## src/rtl/freq_m_multi.sv

```systemverilog
// freq_m_multi: multi-channel frequency meter with a shared contiguous gate window and valid/ack results
module freq_m_multi #(
  parameter int N_CH        = 4,
  parameter int CNT_W       = 32,
  parameter int GATE_W      = 32,
  parameter int DEL_W       = 3,
  parameter int SYNC_STAGES = 2,
  localparam int SEL_W      = N_CH > 1 ? $clog2(N_CH) : 1
) (
  input  logic              clk,
  input  logic              reset,
  input  logic              enable,
  input  logic [GATE_W-1:0] gate_cycles,
  input  logic [DEL_W-1:0]  time_del,
  input  logic [N_CH-1:0]   sig_in,
  input  logic [SEL_W-1:0]  rd_sel,
  output logic [CNT_W-1:0]  rd_data,
  output logic [N_CH-1:0]   res_ovf,
  output logic              res_valid,
  input  logic              res_ack,
  output logic              res_overrun,
  output logic              gate_tick,
  output logic              busy
);
  typedef enum logic [1:0] {IDLE, ARM, GATE} state_t;
  localparam int MAXSH = (1 << DEL_W) - 1;
  localparam int ARM_W = $clog2(SYNC_STAGES + 1) + 1;
  state_t state, state_nx;
  logic [SYNC_STAGES-1:0] sync [N_CH];
  logic [N_CH-1:0] prev, edg, sat, full, tot_sat, snap_ovf;
  logic [CNT_W-1:0] cnt [N_CH], res [N_CH], tot [N_CH], snap [N_CH];
  logic [CNT_W+MAXSH-1:0] wide [N_CH];
  logic [GATE_W-1:0] gcnt, gate_len, len_raw, len_nx;
  logic [DEL_W-1:0] del;
  logic [ARM_W-1:0] arm_cnt;
  logic arm_done, win_end, load;
  always_ff @(posedge clk or negedge reset) begin
    if (!reset) begin
      for (int i = 0; i < N_CH; i++) sync[i] <= '0;
      prev <= '0;
    end else begin
      for (int i = 0; i < N_CH; i++) begin
        sync[i] <= {sync[i][SYNC_STAGES-2:0], sig_in[i]};
        prev[i] <= sync[i][SYNC_STAGES-1];
      end
    end
  end
  always_ff @(posedge clk or negedge reset) begin
    if (!reset) state <= IDLE;
    else state <= state_nx;
  end
  always_comb state_nx = !enable ? IDLE : state == IDLE ? ARM : (state == ARM && !arm_done) ? ARM : GATE;
  always_comb begin
    busy     = state != IDLE;
    arm_done = state == ARM && arm_cnt == ARM_W'(SYNC_STAGES);
    win_end  = state == GATE && enable && gcnt == gate_len - 1'b1;
    gate_tick = win_end;
    load     = (arm_done && enable) || win_end;
    len_raw  = gate_cycles >> time_del;
    len_nx   = len_raw == '0 ? GATE_W'(1) : len_raw;
  end
  // Snapshot includes an edge landing on the window's last cycle, then scales with saturation
  always_comb begin
    for (int i = 0; i < N_CH; i++) begin
      edg[i]      = sync[i][SYNC_STAGES-1] & ~prev[i];
      full[i]     = &cnt[i];
      tot[i]      = cnt[i] + CNT_W'(edg[i] & ~full[i]);
      tot_sat[i]  = sat[i] | (edg[i] & full[i]);
      wide[i]     = {{MAXSH{1'b0}}, tot[i]} << del;
      snap[i]     = |wide[i][CNT_W+MAXSH-1:CNT_W] ? '1 : wide[i][CNT_W-1:0];
      snap_ovf[i] = tot_sat[i] | (|wide[i][CNT_W+MAXSH-1:CNT_W]);
    end
  end
  always_ff @(posedge clk or negedge reset) begin
    if (!reset) begin
      arm_cnt  <= '0;
      gcnt     <= '0;
      gate_len <= '0;
      del      <= '0;
      sat      <= '0;
      for (int i = 0; i < N_CH; i++) cnt[i] <= '0;
    end else begin
      arm_cnt <= state == ARM ? arm_cnt + 1'b1 : '0;
      gcnt    <= load ? '0 : state == GATE ? gcnt + 1'b1 : gcnt;
      if (load) begin
        gate_len <= len_nx;
        del      <= time_del;
      end
      for (int i = 0; i < N_CH; i++) begin
        cnt[i] <= load ? '0 : state == GATE ? tot[i] : cnt[i];
        sat[i] <= load ? 1'b0 : state == GATE ? tot_sat[i] : sat[i];
      end
    end
  end
  always_ff @(posedge clk or negedge reset) begin
    if (!reset) begin
      res_ovf     <= '0;
      res_valid   <= 1'b0;
      res_overrun <= 1'b0;
      for (int i = 0; i < N_CH; i++) res[i] <= '0;
    end else begin
      if (win_end) begin
        res_ovf <= snap_ovf;
        for (int i = 0; i < N_CH; i++) res[i] <= snap[i];
      end
      res_valid   <= win_end | (res_valid & ~res_ack);
      res_overrun <= (win_end & res_valid & ~res_ack) | (res_overrun & ~(res_ack & res_valid));
    end
  end
  assign rd_data = ({1'b0, rd_sel} < (SEL_W+1)'(N_CH)) ? res[rd_sel] : '0;
endmodule

```

## config.mk

```make
export PLATFORM = sky130hd
export DESIGN_NAME = freq_m_multi
export DESIGN_NICKNAME = d
export VERILOG_FILES = /design/src/rtl/freq_m_multi.sv
export SDC_FILE = /design/constraint.sdc
export NUM_CORES = 1
export LEC_CHECK = 0
export ABC_AREA = 0
export BUFFER_PORTS_ARGS = -buffer_cell sky130_fd_sc_hd__buf_2
export CORE_MARGIN = 5
export CORE_UTILIZATION = 45
export DETAILED_ROUTE_END_ITERATION = 8
export HOLD_SLACK_MARGIN = 0.06
export SYNTH_ARGS = -nofsm -noshare
export SYNTH_HDL_FRONTEND = slang
export SYNTH_SLANG_ARGS = --single-unit
```

## constraint.sdc

```tcl
create_clock -name clk -period 5.6 [get_ports clk]
set_input_delay 0.56 -clock clk [delete_from_list [all_inputs] [get_ports clk]]
set_output_delay 0.56 -clock clk [all_outputs]
set_load 0.01 [all_outputs]
```

==> metrics.md <==
| Metric | Value |
|---|---|
| Status | `finished, final reports clean` |
| Leading register cell type out of synthesis | `dfrtp_1` |
| Initial Utilization | `45.4%` |
| GPL Wtd Cong | `0.932` |
| Setup CP Type | `reg -> reg` |
| Syn avg cell area | `roughly 8.4 µm²` |
| WL final | `75.2 mm` |
| Seq/Total Area, Yosys | `roughly a third` |
| Worst EP required | `6.03 ns` |
| Setup TNS | `0 ns` |
| Clock power share | `20.9%` |
| Post-synthesis to final-layout area growth | `8.49%` |
| GR Util All Layers | `24.1%` |
| Reg2reg path depth | `16` |
| Hold buffers post-CTS | `1` |
| Chip width | `approximately 250 µm` |
| Vias in the first global route | `between 20000 and 25000` |
| Psw | `6.72 mW` |
| Yosys reg bits | `350` |
| Crit end category | `flop` |
| Congestion Overflow GR | `0` |
| Rel. slew slack | `27.5%` |
| Synth warn | `0` |
| Max Slew Vio Count | `0` |
| Int Pwr | `between 7 and 8 mW` |
| Pleak | `11.6 nW` |
| Wire per inst | `20.1 µm` |
| Power Total | `14.7 mW` |
| Number of DRC markers in iteration 0 | `approximately 1900` |
| Root Driver | `clkbuf_16` |
| First-pass GRT wire length | `120 mm` |
| Synthesized net count | `3107` |
| Most frequent cells in the layout | `nor2_1, dfrtp_1, nand2_1` |
| Post-DP HPWL | `53.5 mm` |
| Die Span Y | `248 µm` |
| Final setup viols | `0` |
| Fill cells | `5462` |
| Final hold vios | `0` |
| DIE AREA | `slightly above 60000 µm²` |
| Reg clk slew, reported paths | `~0.070 ns` |
| Sw Ratio | `45.8%` |
| Comb power frac | `47.4%` |
| CTS H-tree lvls | `2` |
| Critical Path AT | `approximately 5.5 ns` |
| Final ANT Viol Nets | `0` |
| Worst skew pair latency | `0.59 ns` |
| TritonCTS Buffers | `43` |
| Row count | `87` |
| Worst vdd ir | `0.283 mV` |
| Power Dens Cells | `530 nW/µm²` |
| Most common cell after layout, fill and taps aside | `nor2_1` |
| R2r endpoint | `res[70]` |
| Drt first pass iters | `5` |
| Finished Core Util | `49.2%` |
| RR Startpoint | `cnt[78]` |
| Worst-margin pin slew | `about 1.1 ns` |
| Final Skew | `approximately 0.028 ns` |
| Fin crit share | `roughly nine tenths` |
| Worst hold margin | `about 0.058 ns` |
| IO buf count | `84` |
| Fmax achieved | `196 MHz` |
| Tmin final | `5.09 ns` |
| Largest net degree at the start of global routing | `141` |
| CTS Sinks | `350` |
| Vias after detailed routing | `22200` |
| Synth async-reset ratio | `100%` |
| Startpoint types | `flop` |
| Post-synth EDFFs | `0` |
| Mapped cell area | `25500 µm²` |
| RSZ-0062 raised after global routing | `no` |
| Post-Syn Instances | `3050` |
| Clk buf depth | `3` |
| Number of vias per cell | `5.94` |
| Max Cap Violations | `0` |
| Residual DRC | `0` |
| CP Max Fanout | `23` |
| Post-cts sizing count | `0` |
| Antenna violations before repair | `0` |
| Register-to-register setup slack | `0.51 ns` |
| Ports | `85` |
| CTS tree | `yes` |
| Post-CTS Setup Repair Bufs | `0` |
| HP Class | `in -> async` |
| Distinct cell type count after synthesis | `83` |
| Core Region | `56300 µm²` |
| Fin nets | `3011` |
| Flop pwr share | `31.8%` |
| N_diodes | `0` |
| Layout cells sized above 1 | `10.6%` |
==> kinds of logic (layout without fill, tap and decap cells) <==
family	after synthesis	count (layout)	synth area share, %
AO/OA/AOI/OAI	550	550	13.5
XOR/XNOR	278	278	9.53
adder cells (fa/ha/maj)	13	13	0.627
buffers and inverters	294	232	4.93
flip-flops	350	350	34.3
multiplexers	310	310	14.4
AND/OR/NAND/NOR	1255	1255	22.7
==> worst max path at each step <==
stage | from | endpoint | slack (ns) | cells past startpoint
5_1_grt | cnt[78] | res[68] | 0.13 | 16
6_report | cnt[78] | res[70] | 0.51 | 16
2_1_floorplan | cnt[84] | res[73] | 1.24 | 18
3_3_place_gp | cnt[78] | res[68] | 0.77 | 16
3_5_place_dp | cnt[78] | res[68] | 0.68 | 16
4_1_cts | cnt[78] | res[68] | 0.66 | 16
==> metal layers <==
| layer | global-route usage (%) | up-vias | part of all wire (%) |
|---|---|---|---|
| li1 | - | 10600 | - |
| met1 | 35.7 | 10800 | 46 |
| met2 | 36.4 | 676 | 44 |
| met3 | 3.47 | 141 | 6.0 |
| met4 | 7.81 | 0 | 3.4 |
| met5 | 0 | - | 0 |
==> critical path, stage by stage, from the launching register on <==
cell and delay [ns]:
dfrtp_1 0.48, nand4_1 0.25, nor4_1 0.15, and2_1 0.20, and3_1 0.19, nor3b_1 0.28, ha_1 0.31, ha_1 0.33
nand3_1 0.32, nor4_1 0.57, nand2_1 0.14, xor2_1 0.27, o22ai_1 0.14, a2111o_1 0.33, o31a_1 0.53, nor2_1 0.34
a21oi_1 0.11
==> area by class of cell <==
type	instances	area, µm²	area share, %
Multi-Input combinational cell	2406	15600	56.1
Timing Repair Buffer	122	793	2.86
Inverter	31	116	0.420
Clock buffer	55	1190	4.30
Sequential cell	350	8770	31.6
Clock inverter	24	345	1.25
Tap cell	756	946	3.41
==> power groups by stage <==
stage	Clock [mW]	Combinational (mW)	Sequential, mW
floorplan	0	5.94	3.71
global placement	0	6.76	4.63
detailed placement	0	6.84	4.67
CTS	3.13	6.90	4.64
global route	3.22	7.66	4.83
finish	3.06	6.95	4.66
==> Yosys cell counts, types with 6 or more instances <==
cell type,number,area [µm²]
or3_1,10,62.6
a21o_1,10,75.1
mux2_1,27,304
dfrtp_1,350,8760
nand3b_1,6,45.0
o21a_1,18,135
or4_1,10,75.1
a21oi_1,221,1110
o21ai_0,86,430
xor2_1,126,1100
buf_2,26,130
nand2b_1,17,106
nor3_1,90,450
a211o_1,9,78.8
clkbuf_1,169,634
nand3_1,112,561
inv_1,28,105
xnor2_1,152,1330
mux2_2,55,619
mux2i_1,191,1910
and3_1,33,206
nor3b_1,6,45.0
a221oi_1,7,61.3
buf_1,40,150
ha_1,12,150
a211oi_1,46,345
o22ai_1,14,87.6
nand2_1,290,1090
and2_1,23,144
nor4_1,38,238
mux4_2,37,833
a22oi_1,20,150
o211ai_1,11,82.6
and4_1,18,158
a31oi_1,27,169
nor2b_1,29,181
buf_4,23,173
nand4_1,75,469
nor2_1,478,1790
a22o_1,6,52.6
==> flip-flops by register name, summed over array words and instances, names as in the netlist <==
register / count
arm_cnt: 3
cnt: 128
del: 3
gate_len: 32
gcnt: 32
prev: 4
res: 128
res_overrun: 1
res_ovf: 4
res_valid: 1
sat: 4
state: 2
sync: 8
==> through the flow <==
| step | setup WS, ns | cells | instance area, µm² |
|---|---|---|---|
| after detailed placement | 0.676 | 3664 | 26200 |
| after CTS | 0.664 | 3744 | 27700 |
| after floorplan | 1.24 | 3050 | 25500 |
| final | 0.511 | 3744 | 27700 |
| after global placement | 0.774 | 3664 | 26200 |
| after global routing | 0.133 | 3744 | 27700 |
No activity file was read; power rests on OpenSTA's default activity.
